<file path="config.mk">
export PLATFORM = sky130hd
export DESIGN_NAME = uart_apb_master
export DESIGN_NICKNAME = d
export VERILOG_FILES = /design/src/rtl/uart_apb_master.sv
export SDC_FILE = /design/constraint.sdc
export NUM_CORES = 1
export LEC_CHECK = 0
export CORE_MARGIN = 1.5
export CORE_UTILIZATION = 38
export CTS_CLUSTER_DIAMETER = 50
export DETAILED_ROUTE_END_ITERATION = 6
export PLACE_DENSITY = 0.74
export SYNTH_ARGS = -nofsm -noshare
export SYNTH_HDL_FRONTEND = slang
export SYNTH_SLANG_ARGS = --single-unit
export TNS_END_PERCENT = 1
</file>
<file path="constraint.sdc">
create_clock -name clk -period 1.47 [get_ports clk]
set_input_delay 0.294 -clock clk [delete_from_list [all_inputs] [get_ports clk]]
set_output_delay 0.294 -clock clk [all_outputs]
set_load 0.05 [all_outputs]
</file>
<file path="src/rtl/uart_apb_master.sv">
// Bridges 56-bit UART request frames to single APB transfers and returns 56-bit response frames.
// Define UART_APB_TIMEOUT_EN to build the ACCESS-phase timeout counter and response timeout flag.
module uart_apb_master #(
    parameter int TIMEOUT_CYC = 255
) (
    input  logic        clk,
    input  logic        rst,
    input  logic [55:0] req_data,
    input  logic        req_vld,
    output logic        req_full,
    output logic [55:0] resp_data,
    output logic        resp_vld,
    input  logic        resp_ren,
    output logic [15:0] paddr,
    output logic [31:0] pwdata,
    output logic [3:0]  pstrb,
    output logic        pwrite,
    output logic        psel,
    output logic        penable,
    input  logic [31:0] prdata,
    input  logic        pready,
    input  logic        pslverr,
    output logic [7:0]  drop_count
);

    localparam logic [1:0] ST_IDLE   = 2'd0;
    localparam logic [1:0] ST_SETUP  = 2'd1;
    localparam logic [1:0] ST_ACCESS = 2'd2;
    localparam logic [1:0] ST_RESP   = 2'd3;

    logic [1:0]  state_q, state_d;
    logic [15:0] paddr_q, paddr_d;
    logic [31:0] pwdata_q, pwdata_d;
    logic [3:0]  pstrb_q, pstrb_d;
    logic        pwrite_q, pwrite_d;
    logic        psel_q, psel_d;
    logic        penable_q, penable_d;
    logic [2:0]  tag_q, tag_d;
    logic        req_full_q, req_full_d;
    logic        resp_vld_q, resp_vld_d;
    logic [55:0] resp_data_q, resp_data_d;
    logic [7:0]  drop_count_q, drop_count_d;

`ifdef UART_APB_TIMEOUT_EN
    logic [7:0]  cnt_q, cnt_d;
`else
    logic [7:0]  unused_timeout_cyc;
    assign unused_timeout_cyc = 8'(TIMEOUT_CYC);
`endif

    always_comb begin
        state_d      = state_q;
        paddr_d      = paddr_q;
        pwdata_d     = pwdata_q;
        pstrb_d      = pstrb_q;
        pwrite_d     = pwrite_q;
        psel_d       = psel_q;
        penable_d    = penable_q;
        tag_d        = tag_q;
        resp_vld_d   = resp_vld_q;
        resp_data_d  = resp_data_q;
        drop_count_d = drop_count_q;
`ifdef UART_APB_TIMEOUT_EN
        cnt_d        = cnt_q;
`endif

        // Only one transaction in flight; anything arriving while busy is counted and discarded.
        if (req_vld && (state_q != ST_IDLE) && (drop_count_q != 8'hFF)) begin
            drop_count_d = drop_count_q + 8'd1;
        end

        case (state_q)
            ST_IDLE: begin
                if (req_vld) begin
                    pwrite_d = req_data[55];
                    pstrb_d  = req_data[55] ? req_data[54:51] : 4'h0;
                    tag_d    = req_data[50:48];
                    paddr_d  = req_data[47:32];
                    pwdata_d = req_data[31:0];
                    psel_d   = 1'b1;
                    state_d  = ST_SETUP;
                end
            end
            ST_SETUP: begin
                penable_d = 1'b1;
                state_d   = ST_ACCESS;
`ifdef UART_APB_TIMEOUT_EN
                cnt_d     = 8'd1;
`endif
            end
            ST_ACCESS: begin
                if (pready) begin
                    psel_d      = 1'b0;
                    penable_d   = 1'b0;
                    resp_vld_d  = 1'b1;
                    resp_data_d = {pwrite_q, pslverr, 1'b0, 2'b00, tag_q, paddr_q,
                                   pwrite_q ? pwdata_q : prdata};
                    state_d     = ST_RESP;
                end
`ifdef UART_APB_TIMEOUT_EN
                else if (cnt_q == 8'(TIMEOUT_CYC)) begin
                    psel_d      = 1'b0;
                    penable_d   = 1'b0;
                    resp_vld_d  = 1'b1;
                    resp_data_d = {pwrite_q, 1'b0, 1'b1, 2'b00, tag_q, paddr_q, 32'h0};
                    state_d     = ST_RESP;
                end else begin
                    cnt_d = cnt_q + 8'd1;
                end
`endif
            end
            ST_RESP: begin
                if (resp_ren) begin
                    resp_vld_d = 1'b0;
                    state_d    = ST_IDLE;
                end
            end
            default: begin
                state_d = ST_IDLE;
            end
        endcase

        req_full_d = (state_d != ST_IDLE);
    end

    always_ff @(posedge clk or negedge rst) begin
        if (!rst) begin
            state_q      <= ST_IDLE;
            paddr_q      <= 16'h0;
            pwdata_q     <= 32'h0;
            pstrb_q      <= 4'h0;
            pwrite_q     <= 1'b0;
            psel_q       <= 1'b0;
            penable_q    <= 1'b0;
            tag_q        <= 3'h0;
            req_full_q   <= 1'b0;
            resp_vld_q   <= 1'b0;
            resp_data_q  <= 56'h0;
            drop_count_q <= 8'h0;
        end else begin
            state_q      <= state_d;
            paddr_q      <= paddr_d;
            pwdata_q     <= pwdata_d;
            pstrb_q      <= pstrb_d;
            pwrite_q     <= pwrite_d;
            psel_q       <= psel_d;
            penable_q    <= penable_d;
            tag_q        <= tag_d;
            req_full_q   <= req_full_d;
            resp_vld_q   <= resp_vld_d;
            resp_data_q  <= resp_data_d;
            drop_count_q <= drop_count_d;
        end
    end

`ifdef UART_APB_TIMEOUT_EN
    always_ff @(posedge clk or negedge rst) begin
        if (!rst) begin
            cnt_q <= 8'h0;
        end else begin
            cnt_q <= cnt_d;
        end
    end
`endif

    assign req_full   = req_full_q;
    assign resp_data  = resp_data_q;
    assign resp_vld   = resp_vld_q;
    assign paddr      = paddr_q;
    assign pwdata     = pwdata_q;
    assign pstrb      = pstrb_q;
    assign pwrite     = pwrite_q;
    assign psel       = psel_q;
    assign penable    = penable_q;
    assign drop_count = drop_count_q;

endmodule
</file>
# Word-level counts from Yosys, hierarchy flattened
# Cells that the tools add are included.
[word_totals] ff_bits=123 input_bits=94 output_inout_bits=121 word_cells=46
[classes] n_addsub=1 n_eq_ne=7 n_mux=13 n_reduce_logical=13
[op_table] cell="$mux W32" n=1
[op_table] cell="$reduce_bool A2 Y1" n=5
[op_table] cell="$add A8 B1 Y8 const B" n=1
[op_table] cell="$ne A8 B8 Y1 const B" n=1
[op_table] cell="$pmux W2 S4" n=1
[op_table] cell="$mux W2" n=3
[op_table] cell="$ne A2 B2 Y1 const B" n=3
[op_table] cell="$pmux W1 S2" n=3
[op_table] cell="$reduce_and A2 Y1" n=3
[op_table] cell="$reduce_and A3 Y1" n=2
[op_table] cell="$eq A2 B2 Y1 const B" n=2
[op_table] cell="$mux W1" n=4
[op_table] cell="$mux W4" n=1
[op_table] cell="$eq A2 B1 Y1 const B" n=1
[op_table] cell="$logic_and A1 B1 Y1" n=2
[op_table] cell="$logic_not A2 Y1" n=1

# Longest topological paths before layout
[logic_depth] word_depth=3 ltp_mapped=7 mapped_depth_nobuf=5

# Least setup slack after synthesis
# No wires, ideal clock.
[synth_path] path_type="register -> register" start="reg drop_count_q[6] (netlist: drop_count[6])" end="reg drop_count_q[1] (netlist: drop_count[1])" setup_time_ps=125 arrival_time_ps=1736 t_required_ps=1345 slack_ps=-391 path_stages_with_launch=5 path_buffers=0 period_less_slack_ps=1861 cell_sequence="dfrtp_1 > clkinv_1 > or3_4 > o21ai_4 > mux2_4"
[synth_via] elab_chain_len=2
[synth_rtl] element="start, declared" line_no="42" rtl="logic [7:0] drop_count_q, drop_count_d;"
[synth_rtl] element="start signal, assigned" line_no="152" rtl="drop_count_q <= drop_count_d;"
[synth_rtl] element="$ne A8 B8 Y1" line_no="68" rtl="if (req_vld && (state_q != ST_IDLE) && (drop_count_q != 8'hFF)) begin"
[synth_rtl] element="$logic_and A1 B1 Y1" line_no="68"
# No other way between the ends.
# A chain may end at the register's enable or synchronous reset.

# Worst setup path in the final report
[layout_path] start="reg drop_count_q[4] (netlist: drop_count[4])" end="reg drop_count_q[1] (netlist: drop_count[1])"
# The elaborated chain is that of the path after synthesis.

==> qor.txt <==
status -> completed
via count -> 4,386
DR iter-0 viols -> 213
Finished Cell Area -> 0.009414 sq mm
DP HPWL -> 10.82 mm
drt wl/cell -> 16.18 microns
final worst-path cycle share -> 98.71%
Clock Skew -> 0.004925 ns
First-pass DRT Iterations -> 4
commonest cells in the netlist -> nand2_1 (208), dfrtp_1 (123), mux2i_1 (32)
Worst Setup Start Kind -> flop
IO buf count -> 211
n_diodes -> 0
Via-to-Cell Ratio -> 4.830
first-pass GRT wire length -> 24.58 mm
Final Non-Filler Cells -> 908
crit path to -> drop_count[1]
worst setup path start -> drop_count[4]
CP Data Arrival Time -> 1.74 ns
pwr dens -> 2794 mW/mm^2
GRT Resource Usage Total -> 22.45%
clock tree buffer depth -> 2
Slew Viols, Final -> 0
Register-to-Register Setup Slack -> 0.02 ns
FF-to-FF End -> drop_count[1]
Hold WS -> 0.2801 ns
Min-Delay Path Class -> primary input to asynchronous set/reset pin
RSZ-0062 raised after global routing -> yes
die height -> 118.1 microns
initial antenna violation count -> 0
Final ANT Viol Nets -> 0
post-synthesis register bit count -> 123
vias in the first global route -> 4,837
residual DRC count -> 0
CP Max Fanout -> 5
crit end category -> flop
Post-synth EDFFs -> 0
top_reg_cell synth -> dfrtp_1
Avg Cell Area, Syn -> 10.26 sq um
Clock Pin Slew Worst Setup and Hold Paths -> 0.05 ns
CP required -> 1.76 ns
DIE AREA -> 0.01394 sq mm
delay of the slowest critical-path stage -> 0.39 ns
Yosys warning count -> 0
r2r worst-path depth -> 4
Initial Util -> 39.38%
asr flop ratio synth -> 100.0%
Max Freq -> 689.2 MHz
final wirelength -> 14.69 mm
post-layout min period -> 1.451 ns
top-level port count -> 215
Setup TNS -> 0 ns
area delta synth->final -> 87.16%
largest net degree at the start of global routing -> 51
CTS tree -> done
leak pwr -> 4.422 nW
maximum VDD drop -> 1705 uV
Final setup viols -> 0
grt total ovfl -> 0
post-synth top area cell -> dfrtp_1
Synth top area share -> 61.19%
H-tree depth -> 4
reg-to-reg startpoint -> drop_count[4]
placed insts -> 871
Final Power -> 26.30 mW
clk root buf -> clkbuf_16
most common cell in the netlist -> nand2_1
max cap viols -> 0
area post-placement -> 0.008697 sq mm
Post-Syn Instances -> 490
Synth cell types -> 32
Hold Fails Final Rpt -> 0
Slowest cell on crit path -> or3_4
critical path type -> flop to flop
CTS Sinks -> 123
Cell Rows -> 41
fraction of layout cells with a size suffix above 1 -> 29.76%
core area -> 0.01277 sq mm
crit path cell chain -> nand3_2, or3_4, o21ai_4, mux2_4
clock latency at the later pin of the worst-skew pair -> 0.41 ns
mapped cell area -> 0.005030 sq mm
die width -> 118.1 microns
synth top area cells -> dfrtp_1 (61%), nand2_1 (16%), mux2i_1 (6.4%)
CTS buffer count -> 17
sequential area share after synthesis -> 61.19%
final RePlAce weighted congestion -> 0.8347
NumNets Final -> 818
[cells in the final DEF, fill, tap and decap left out, types with 2 or more instances in the layout]
| cell type | count |
|---|---|
| bufinv_16 | 6 |
| nand3_1 | 5 |
| buf_4 | 20 |
| buf_12 | 126 |
| clkbuf_16 | 17 |
| clkinv_2 | 6 |
| buf_6 | 2 |
| o21a_1 | 2 |
| nor2b_1 | 2 |
| xnor2_1 | 3 |
| dfrtp_1 | 113 |
| conb_1 | 3 |
| inv_1 | 2 |
| a21oi_1 | 2 |
| mux2_1 | 2 |
| mux2_2 | 22 |
| nand2_1 | 207 |
| dfrtp_2 | 9 |
| nor2_1 | 6 |
| mux2i_1 | 32 |
| o21ai_1 | 14 |
| o21ai_0 | 23 |
| clkdlybuf4s50_1 | 92 |
[per-stage QoR]
| stage | util [%] | setup slack (ns) |
|---|---|---|
| 5_1_grt | 73.70 | -0.02122 |
| 3_5_place_dp | 68.09 | -0.2793 |
| 3_3_place_gp | 68.09 | -0.2045 |
| 6_report | 73.70 | 0.01896 |
| 2_1_floorplan | - | -0.1537 |
| 4_1_cts | 73.36 | -0.01254 |
[sequential cells by signal, summed over array words and instances, names as in the netlist]
register	count
pwdata	32
pwrite	1
pstrb	4
resp_data	53
drop_count	8
req_full	1
tag_q	3
psel	1
state_q	2
resp_vld	1
penable	1
paddr	16
[power breakdown]
part	total (mW)	switching (mW)	internal (mW)
combinational	14.9	7.72	7.15
clock	4.68	1.47	3.21
sequential	6.76	1.82	4.93
total	26.3	11.0	15.3
[how the worst min path moves through the flow]
stage          start            end  slack, ns  depth (start not counted)
2_1_floorplan    rst  drop_count[0]     -0.002                          0
3_3_place_gp     rst  resp_data[17]       0.14                          1
3_5_place_dp     rst     pwdata[18]       0.14                          1
4_1_cts          rst     pwdata[18]       0.26                          2
5_1_grt          rst     pwdata[17]       0.28                          2
6_report         rst     pwdata[17]       0.28                          2
[layout make-up]
cell class	instances	area, sq um
inverter	3	12.51
sequential	123	3093
clock buffer	19	442.9
timing repair buffer	241	3626
fill	816	3359
clock inverter	13	221.5
multi-input combinational	337	1803
tap	172	215.2
[worst max-delay path: cells and delay by family (launching register included)]
family | cells | cell delay, ns
compound gates | 1 | 0.15
simple gates | 2 | 0.51
flops | 1 | 0.37
mux | 1 | 0.30
[metal layers]
layer / track usage (%) / wire (microns) / up-vias
li1: - / - / 2049
met1: 24.59 / 5497 / 2137
met2: 39.80 / 7819 / 171
met3: 7.655 / 1016 / 29
met4: 8.994 / 361 / 0
met5: 0 / 0 / -
[repair_timing]
| item | CTS | global route |
|---|---|---|
| endpoints found under the setup margin | 3 | 45 |
| gates resized for setup | 2 | 3 |
| hold buffers | 1 | 0 |
| setup buffers | 0 | 5 |
| endpoints found under the hold margin | 77 | 0 |
[cells by family after synthesis]
group / synth area share (%)
compound gates: 4.652
xor+xnor: 0.5225
fa+ha+maj: 0.2487
buf+inv: 3.184
flops: 61.19
mux: 12.04
other cells: 0.07456
simple gates: 18.08
(Power assumes the default switching activity.)
